[src/rtl/riscv_pkg.sv]
// Shared fetch-side constants and types.
// Imported by the fetch stage and its next-PC generator.
package riscv_pkg;

  localparam int INST_WIDTH = 32;
  localparam int PC_WIDTH   = 15;
  localparam int PC_INCR    = 4;

  typedef enum logic [1:0] {
    FETCH_BOOT = 2'd0,
    FETCH_RUN  = 2'd1,
    FETCH_TRAP = 2'd2
  } fetch_state_e;

  function automatic logic
    pc_misaligned(input logic [1:0] lsb);
    return |lsb;
  endfunction

endpackage

[src/rtl/riscv_ifetch_pcgen.sv]
// Next-PC selection (hold / +4 / redirect) and
// redirect-target alignment check.
module riscv_ifetch_pcgen #(
  parameter int PC_WIDTH = riscv_pkg::PC_WIDTH
) (
  input  logic [PC_WIDTH-1:0] pc_i,
  input  logic                redir_i,
  input  logic [PC_WIDTH-1:0] redir_pc_i,
  input  logic                advance_i,
  output logic [PC_WIDTH-1:0] next_pc_o,
  output logic                misalign_o
);

  import riscv_pkg::*;

  logic take_redir;
  logic [PC_WIDTH-1:0] pc_inc;

  assign misalign_o = pc_misaligned(redir_pc_i[1:0]);
  assign take_redir = redir_i & ~misalign_o;
  // Wraps modulo 2^PC_WIDTH by construction.
  assign pc_inc = pc_i + PC_WIDTH'(PC_INCR);

  always_comb begin
    next_pc_o = pc_i;
    unique case (1'b1)
      take_redir: next_pc_o = redir_pc_i;
      advance_i:  next_pc_o = pc_inc;
      default:    next_pc_o = pc_i;
    endcase
  end

endmodule

[src/rtl/riscv_ifetch.sv]
// Instruction fetch stage: owns the PC, drives imem,
// and holds the IF/ID register with valid/ready toward decode.
module riscv_ifetch #(
  parameter int INST_WIDTH = riscv_pkg::INST_WIDTH,
  parameter int PC_WIDTH   = riscv_pkg::PC_WIDTH,
  parameter logic [PC_WIDTH-1:0] RESET_PC = '0
) (
  input  logic                  clk,
  input  logic                  reset,
  output logic [PC_WIDTH-1:0]   imem_pc,
  input  logic [INST_WIDTH-1:0] imem_inst,
  input  logic                  redir_valid,
  input  logic [PC_WIDTH-1:0]   redir_pc,
  input  logic                  id_ready,
  output logic                  if_valid,
  output logic [INST_WIDTH-1:0] if_inst,
  output logic [PC_WIDTH-1:0]   if_pc,
  output logic                  trap,
  output logic [PC_WIDTH-1:0]   trap_pc
);

  import riscv_pkg::*;

  localparam logic BOOT_MISALIGN =
    pc_misaligned(RESET_PC[1:0]);

  fetch_state_e          state_q;
  logic [PC_WIDTH-1:0]   pc_q;
  logic [PC_WIDTH-1:0]   pc_d;
  logic [PC_WIDTH-1:0]   if_pc_q;
  logic [PC_WIDTH-1:0]   trap_pc_q;
  logic [INST_WIDTH-1:0] if_inst_q;
  logic                  if_valid_q;
  logic                  trap_q;

  logic in_run;
  logic redir;
  logic advance;
  logic misalign;

  assign in_run  = (state_q == FETCH_RUN);
  assign redir   = in_run & redir_valid;
  // Redirect beats both capture and stall.
  assign advance = in_run & ~redir_valid &
                   (~if_valid_q | id_ready);

  riscv_ifetch_pcgen #(
    .PC_WIDTH(PC_WIDTH)
  ) u_pcgen (
    .pc_i      (pc_q),
    .redir_i   (redir),
    .redir_pc_i(redir_pc),
    .advance_i (advance),
    .next_pc_o (pc_d),
    .misalign_o(misalign)
  );

  always_ff @(posedge clk or negedge reset) begin
    if (!reset) begin
      state_q    <= FETCH_BOOT;
      pc_q       <= RESET_PC;
      if_valid_q <= 1'b0;
      if_inst_q  <= '0;
      if_pc_q    <= '0;
      trap_q     <= 1'b0;
      trap_pc_q  <= '0;
    end else begin
      unique case (state_q)
        FETCH_BOOT: begin
          if (BOOT_MISALIGN) begin
            state_q   <= FETCH_TRAP;
            trap_q    <= 1'b1;
            trap_pc_q <= RESET_PC;
          end else begin
            state_q <= FETCH_RUN;
          end
        end
        FETCH_RUN: begin
          pc_q <= pc_d;
          if (redir && misalign) begin
            state_q    <= FETCH_TRAP;
            trap_q     <= 1'b1;
            trap_pc_q  <= redir_pc;
            if_valid_q <= 1'b0;
          end else if (redir) begin
            if_valid_q <= 1'b0;
          end else if (advance) begin
            if_inst_q  <= imem_inst;
            if_pc_q    <= pc_q;
            if_valid_q <= 1'b1;
          end
        end
        FETCH_TRAP: begin
          if_valid_q <= 1'b0;
        end
        default: begin
          state_q    <= FETCH_TRAP;
          trap_q     <= 1'b1;
          if_valid_q <= 1'b0;
        end
      endcase
    end
  end

  assign imem_pc  = pc_q;
  assign if_valid = if_valid_q;
  assign if_inst  = if_inst_q;
  assign if_pc    = if_pc_q;
  assign trap     = trap_q;
  assign trap_pc  = trap_pc_q;

endmodule
[config.mk]
export PLATFORM = sky130hd
export DESIGN_NAME = riscv_ifetch
export DESIGN_NICKNAME = d
export VERILOG_FILES = /design/src/rtl/riscv_pkg.sv /design/src/rtl/riscv_ifetch_pcgen.sv /design/src/rtl/riscv_ifetch.sv
export SDC_FILE = /design/constraint.sdc
export NUM_CORES = 1
export LEC_CHECK = 0
export BUFFER_PORTS_ARGS = -buffer_cell sky130_fd_sc_hd__buf_4
export CAP_MARGIN = 40
export CORE_UTILIZATION = 45
export DETAILED_ROUTE_END_ITERATION = 8
export PLACE_DENSITY = 0.74
export SETUP_SLACK_MARGIN = 0.1
export SYNTH_ARGS = -nofsm -noshare
export SYNTH_HDL_FRONTEND = slang
export SYNTH_HIERARCHICAL = 1
export SYNTH_SLANG_ARGS = --single-unit
[constraint.sdc]
create_clock -name clk -period 4.34 [get_ports clk]
set_clock_uncertainty 0.15 [all_clocks]
set_input_delay 0.217 -clock clk [delete_from_list [all_inputs] [get_ports clk]]
set_output_delay 0.217 -clock clk [all_outputs]
set_load 0.02 [all_outputs]
# Word level (Yosys, flattened, before mapping)
# Index checks and enable logic that the tools add are counted.
# Widths: inputs -> output; s select.
# totals
reg_bits	81
output_inout_bits	79
input_bits	51
elab_cells	45
# op_classes
eq_ne	4
n_bitwise	13
addsub	1
n_reduce_logical	11
muxes	9
# ops
cell	n
$pmux 15 s2	1
$add 15x3->15 const B	1
$reduce_and 2->1	5
$not 1->1	8
$pmux 2 s3	1
$and 1x1->1	4
$mux 1	4
$ne 4x1->1 const B	1
$pmux 1 s2	2
$reduce_and 4->1	1
$reduce_or 2->1	2
$eq 2x1->1 const B	1
$eq 2x2->1 const B	1
$logic_not 2->1	1
$mux 2	1
$ne 2x1->1 const B	1
$reduce_bool 2->1	1
$logic_and 1x1->1	1
$or 1x1->1	1

# Depth between registers and ports, before layout
# Gate-level depths: netlist of run 1.
# depth
depth_word	7
mapped_depth	11
mapped_depth_nobuf	8

# Modules after synthesis
# Netlist of run 1, hierarchy kept.
# by_module_without_submodules
module	n_inst	area_each_um2	seq_area_each_um2	cells_per_inst
riscv_ifetch	1	3146.8	2026.9	210
riscv_ifetch_pcgen	1	450.4	0.0	66

# Least setup slack after synthesis of run 1
# OpenSTA, ideal clock, no wires.
# synth_timing
path_type	flip-flop to flip-flop
startpoint	register state_q[1]
endpoint	register pc_q[14], in the netlist imem_pc[14]
t_required_ns	4.125
setup_slack_ns	2.155
stages_incl_launch_ff	11
setup_ns	0.065
arrival_ns	1.970
cell_sequence	dfrtp_1 > nand2b_1 > buf_2 > nor3_4 > buf_6 > buf_12 > inv_1 > or4_1 > nand3_1 > nand2_1 > nand2_1
# synth_lines
element	line	text
start, declared	riscv_ifetch.sv:27	fetch_state_e state_q;
start signal, assigned	riscv_ifetch.sv:60	state_q <= FETCH_BOOT;
start signal, assigned	riscv_ifetch.sv:71	state_q <= FETCH_TRAP;
start signal, assigned	riscv_ifetch.sv:75	state_q <= FETCH_RUN;
$eq 2x1->1	riscv_ifetch.sv:41	assign in_run = (state_q == FETCH_RUN);
$and 1x1->1 (2 in a row)	riscv_ifetch.sv:44	assign advance = in_run & ~redir_valid &
named net advance	riscv_ifetch.sv:38	logic advance;
$pmux 15 s2	riscv_ifetch_pcgen.sv:26	unique case (1'b1)
named net pc_d[14]	riscv_ifetch.sv:29	logic [PC_WIDTH-1:0] pc_d;
end signal, assigned	riscv_ifetch.sv:79	pc_q <= pc_d;
end, declared	riscv_ifetch.sv:28	logic [PC_WIDTH-1:0] pc_q;
# The timed path passes the listed nets, and every way through them passes these cells.
# A chain may end at the register's enable or synchronous reset.

# Worst setup path after layout of run 1
# layout_timing
startpoint	register state_q[1]
endpoint	register pc_q[13], in the netlist imem_pc[13]
# layout_lines
element	line
$eq 2x1->1 (*)	riscv_ifetch.sv:41
$and 1x1->1, on equally long branches	riscv_ifetch.sv:44, riscv_ifetch.sv:42
$and 1x1->1, on equally long branches	riscv_ifetch.sv:44, riscv_ifetch_pcgen.sv:20
$pmux 15 s2 (*)	riscv_ifetch_pcgen.sv:26
named net pc_d[13]	riscv_ifetch.sv:29
# The timed path passes the listed nets; every way through them passes the cells marked *.

==> impl_metrics.ini, run 1 <==
[status]
status = completed

[floorplanning]
die-height_um = 91.4
rows = 32
core_area_sq_mm = 0.00773
fp.dieW_um = 91.4
die_area_sq_mm = 0.00835
ios = 130
start_util = 0.466

[global_routing]
antenna_found_initial = 0
grt_pass1_vias = 2777
track_usage = 0.220
grt_max_degree = 44
grt_pass1_wl_um = 14300
grt_overflow = 0

[power_and_ir_drop]
powerDensity_mw_per_mm2 = 679
vdd_drop_max_v = 0.000353
total_power_uw = 3650
p_leak_uw = 0.00259

[clock_network]
postCtsSetupBuffers = 0
htreeDepth = 3
cts_tree = built
clk_latency_ns = 0.34
cts_resized = 0
clock_sinks = 81
hold_buffers = 49
clock_path_buffers = 2
cts_root_buf = clkbuf_8
cts_buffers = 9
clk_pin_slew_ns = 0.08

[timing]
maxSlewViolCount = 0
rsz0062_at_grt = false
max-slew-margin-rel = 0.484
tightestPinTransition_ns = 0.771
setup-violations-final = 0
period_needed_ns = 2.92
post-route-period-util = 0.673
setup_slack_ns = 1.42
fmax_mhz = 343
fin_setup_tns_ns = 0
hold_violations = 0

[finish]
fin_nets = 507
final_cell_mix = 132 x buf_4, 81 x dfrtp_1, 51 x nand2_1
fillers = 539
drive_gt1_frac = 0.470
insertedDiodeCount = 0
stdcell_area_sq_mm = 0.00537
post-route-util = 0.695
layout_commonest_cell = buf_4
ff_latch_area_sq_mm = 0.00203
area_growth_pct = 49.3
multi_input_area_sq_mm = 0.00145

[logic_synthesis]
synth_edf_count = 0
synth_cells = 276
synth.ff_latch_count = 81
yosysWarnings = 6
async_flop_share = 1.00
yosysTopAreaCellShare = 0.563
synthFlopType = dfrtp_1
syn_nets = 328
synth_area_sq_mm = 0.00360
synthTopCellsByArea = dfrtp_1 56%, mux2_2 13%, mux2_4 7.9%, nand2_1 5.3%, xor2_1 2.2%
yosysTopAreaCell = dfrtp_1
ys_types = 36
synth.avg_cell_area_sq_um = 13.0
seq_area_frac_synth = 0.563

[detailed_routing]
wl_um = 8960
drc = 0
vias = 2805
ant_nets = 0
drtIter0Drc = 102
vias_per_cell = 4.99
drt-wirelength-per-cell_um = 15.9
drtPass1Iterations = 4

[critical_path]
crit_path_end_kind = flip-flop
path_buf_inv = 1
r2r_start = state_q[1]$_DFFE_PN0P_
worst_setup_path_start_kind = flip-flop
cp.arrival_ns = 3.00
path_class = flip-flop to flip-flop
crit_chain = nand2b_1 > nor3_4 > buf_4 > nor3b_1 > a21oi_1 > o21ai_0 > nand2_1 > nand2_1
cp_common_cell = nand2_1
critPathSlowestCell = nor3_4
cp-startpoint = state_q[1]$_DFFE_PN0P_
required_ns = 4.42
path_delay_family = simple AND/OR/NAND/NOR gates
critPathMaxFanout = 42
slowest_delay_ns = 0.63

[placed_design]
pre_cts_slack_ns = 1.47
hpwlAfterDp_um = 5640
routabilityCongestion = 0.807
port_buffers = 129
place_area_sq_mm = 0.00462

[job]
max_cap_violations = 0

[min_path]
hp-class = input port to asynchronous set/reset pin
registers in the layout (all words and copies together), names as in the netlist:
name,count
if_inst,32
if_pc,15
if_valid,1
imem_pc,15
state_q,2
trap,1
trap_pc,15
per-layer routing:
| metal | GRT usage | part of all wire | vias up |
|---|---|---|---|
| li1 | - | - | 1322 |
| met1 | 0.280 | 0.43 | 1383 |
| met2 | 0.370 | 0.51 | 94 |
| met3 | 0.0653 | 0.059 | 6 |
| met4 | 0.0489 | 0.0054 | 0 |
| met5 | 0 | 0 | - |
cells in the mapped netlist, types with 2 or more instances:
library cell / count
buf_12: 2
a21oi_1: 4
buf_6: 2
buf_2: 2
nor2b_1: 2
nand2b_1: 2
buf_4: 3
o21ai_0: 9
nand3_4: 2
a21boi_0: 2
dfrtp_1: 81
nand2_1: 51
and4_1: 2
clkbuf_1: 4
nand3_1: 4
mux2_4: 19
and2_1: 2
xor2_1: 9
nand4_1: 3
nor3b_1: 2
a22oi_1: 9
nor2_1: 4
mux2_2: 43
logic make-up after synthesis:
group,count (synthesis),synth area share
AO/OA/AOI/OAI,28,0.0511
adder cells (fa/ha/maj),1,0.00348
AND/OR/NAND/NOR,79,0.111
flip-flops,81,0.563
XOR/XNOR,10,0.0243
buffers and inverters,15,0.0327
multiplexers,62,0.214
worst paths after layout:
kind | end | slack, ns | cells past startpoint
max in group asynchronous | if_pc[5]$_DFFE_PN0P_ | 3.19 | 3
setup reg to reg | imem_pc[13]$_DFFE_PN0N_ | 1.42 | 8
setup / recovery | imem_pc[13]$_DFFE_PN0N_ | 1.42 | 8
hold reg to reg | trap$_DFFE_PN0P_ | 0.33 | 2
min in group clk | trap$_DFFE_PN0P_ | 0.33 | 2
hold / removal | if_inst[9]$_DFFE_PN0P_ | 0.26 | 2
stage by stage:
stage                     hold WS (ns)  cells
after floorplan                 -0.229    276
after global placement           0.291    496
after detailed placement        0.0640    497
after CTS                        0.237    562
after global routing             0.292    562
final                            0.258    562
cell type report:
cell class	instances	area share
sequential	81	0.377
clock buffer	10	0.0238
inverter	1	0.000699
tap	102	0.0238
multi-input combinational	180	0.271
timing repair buffer	182	0.280
clock inverter	6	0.0242
power by group:
| group | switching (uW) | internal [uW] |
|---|---|---|
| registers | 273 | 1090 |
| logic | 779 | 809 |
| clock network | 260 | 439 |
| total | 1310 | 2340 |
Power figures use the tool's default switching activity.
==> inputs of run 2 (changes only) <==
==> constraint.sdc (replaced) <==
create_clock -name clk -period 3.1 [get_ports clk]
set_clock_uncertainty 0.15 [all_clocks]
set_input_delay 0.155 -clock clk [delete_from_list [all_inputs] [get_ports clk]]
set_output_delay 0.155 -clock clk [all_outputs]
set_load 0.02 [all_outputs]
==> run 2 against run 1 <==
- non-clock buffer count unchanged
- routed wire length fell by 1.4%
- utilization is 0.44 points lower
- via count is essentially flat
- final area down 0.63%
- worst hold slack lost 0.15 ns
- cell count is the same
- combinational power grew 40%
- first-iteration DRC count stayed put
- largest cell class unchanged
==> impl_metrics.ini, run 2 (same netlist as run 1, synthesis figures left out) <==
[status]
status = completed

[power_and_ir_drop]
power_switching_uw = 1860
p_clk_frac = 0.158
seqPwrFrac = 0.388
vdd_drop_max_v = 0.000425
combPwrFrac = 0.454
p_int_uw = 3040
sw_frac_of_total = 0.380
p_leak_uw = 0.00255
powerDensity_mw_per_mm2 = 919

[floorplanning]
ios = 130
die-height_um = 91.4
rows = 32
fp.dieW_um = 91.4
core_area_sq_mm = 0.00773
start_util = 0.466
die_area_sq_mm = 0.00835

[finish]
insertedDiodeCount = 0
drive_gt1_frac = 0.472
layout_commonest_cell = buf_4
fillers = 550
fin_nets = 507
final_cell_mix = 131 x buf_4, 81 x dfrtp_1, 51 x nand2_1
largest_register_ffs = 32
area_growth_pct = 48.3

[critical_path]
critPathMaxFanout = 52
critPathSlowestCell = nand2b_1
cp_common_cell = nand2_1
reg2reg_depth = 7
r2r_end = imem_pc[4]$_DFFE_PN0N_
required_ns = 3.19
cp-endpoint = imem_pc[4]$_DFFE_PN0N_
path_class = flip-flop to flip-flop
cp.arrival_ns = 2.69
crit_path_end_kind = flip-flop
r2r_start = state_q[1]$_DFFE_PN0P_
crit_chain = nand2b_1 > nor3_4 > buf_12 > nor2_1 > a221o_2 > nand2_1 > nand2_1
cp-startpoint = state_q[1]$_DFFE_PN0P_
r2r_slack_ns = 0.50
slowest_delay_ns = 0.47
worst_setup_path_start_kind = flip-flop

[clock_network]
postCtsSetupBuffers = 0
cts_buffers = 9
clock_path_buffers = 2
clk_latency_ns = 0.34
htreeDepth = 3
clk_pin_slew_ns = 0.09
clock_sinks = 81
cts_tree = built
cts_resized = 0
cts_root_buf = clkbuf_8

[job]
max_cap_violations = 0

[timing]
period_needed_ns = 2.60
post-route-period-util = 0.840
setup_slack_ns = 0.497
fin_setup_tns_ns = 0
maxSlewViolCount = 0
setup-violations-final = 0
tightestPinTransition_ns = 0.748
fmax_mhz = 384
rsz0062_at_grt = false
max-slew-margin-rel = 0.499
hold_violations = 0

[placed_design]
pre_cts_slack_ns = 0.501
hpwlAfterDp_um = 5500
routabilityCongestion = 0.803
port_buffers = 129

[global_routing]
grt_pass1_wl_um = 14300
grt_pass1_vias = 2753
top_usage_layer = met2
track_usage = 0.219
antenna_found_initial = 0
grt_overflow = 0
use_met1 = 0.290
grt_use_met2 = 0.358
gr-usage-met3 = 0.0519
grt_max_degree = 59

[detailed_routing]
wl_um = 8840
vias = 2807
drtIter0Drc = 102
drc = 0
vias_per_cell = 4.99
drtPass1Iterations = 6
drt-wirelength-per-cell_um = 15.7
ant_nets = 0

[min_path]
hp-class = input port to asynchronous set/reset pin
-- run 2: changes by cell type in the layout (fill, tap and decap cells not counted) --
| cell | delta |
|---|---|
| buf_16 | +1 |
| buf_4 | -1 |
| bufinv_16 | -3 |
| clkbuf_1 | -1 |
| clkinv_2 | -2 |
| clkinv_4 | +1 |
| clkinvlp_4 | +4 |
| inv_8 | +1 |
-- run 2: final cells by class --
class                           count  area, sq um  share of cell area
Tap cell                          102          128              0.0239
Clock buffer                        9          124              0.0232
Multi-Input combinational cell    180         1450               0.272
Clock inverter                      7         80.1              0.0150
Inverter                            1         3.75            0.000703
Sequential cell                    81         2030               0.380
Timing Repair Buffer              182         1520               0.285
-- run 2: routing by layer --
layer  share of wire  vias up
li1                -     1320
met1            0.43     1364
met2            0.50      111
met3           0.054       12
met4           0.017        0
met5               0        -
-- run 2: critical path: cells and delay by family, from the launching register on --
family                 cells  cell delay (ns)
AND/OR/NAND/NOR            5             1.19
flip-flops                 1             0.43
AO/OA/AOI/OAI              1             0.39
buffers and inverters      1             0.33
-- run 2: repair_timing --
item	in CTS	in global routing
endpoints found under the hold margin	135	0
setup endpoints to repair	0	0
hold buffers	49	0
-- run 2: power groups by stage --
stage	combinational (uW)	sequential (uW)	clock (uW)
after global routing	2350	1980	842
after global placement	2130	1880	0
final	2230	1900	775
after detailed placement	2170	1900	0
after floorplan	662	2420	0
after CTS	2230	1890	800
-- run 2: worst min-delay path by stage --
| stage | cells after the start | startpoint | end |
|---|---|---|---|
| after floorplan | 0 | reset | if_inst[0]$_DFFE_PN0P_ |
| after global placement | 1 | reset | if_inst[12]$_DFFE_PN0P_ |
| after detailed placement | 1 | reset | if_inst[12]$_DFFE_PN0P_ |
| after CTS | 2 | reset | if_inst[15]$_DFFE_PN0P_ |
| after global routing | 2 | reset | if_inst[15]$_DFFE_PN0P_ |
| final | 2 | reset | if_inst[15]$_DFFE_PN0P_ |
-- run 2: stage by stage --
step	hold slack, ns	total power [uW]	instances	utilization	instance area [sq um]
final	0.103	4900	562	0.691	5340
after floorplan	-0.291	3080	276	-	3600
after CTS	0.0945	4920	562	0.691	5340
after global placement	0.236	4010	496	0.597	4610
after detailed placement	-0.0741	4070	497	0.601	4640
after global routing	0.115	5170	562	0.691	5340
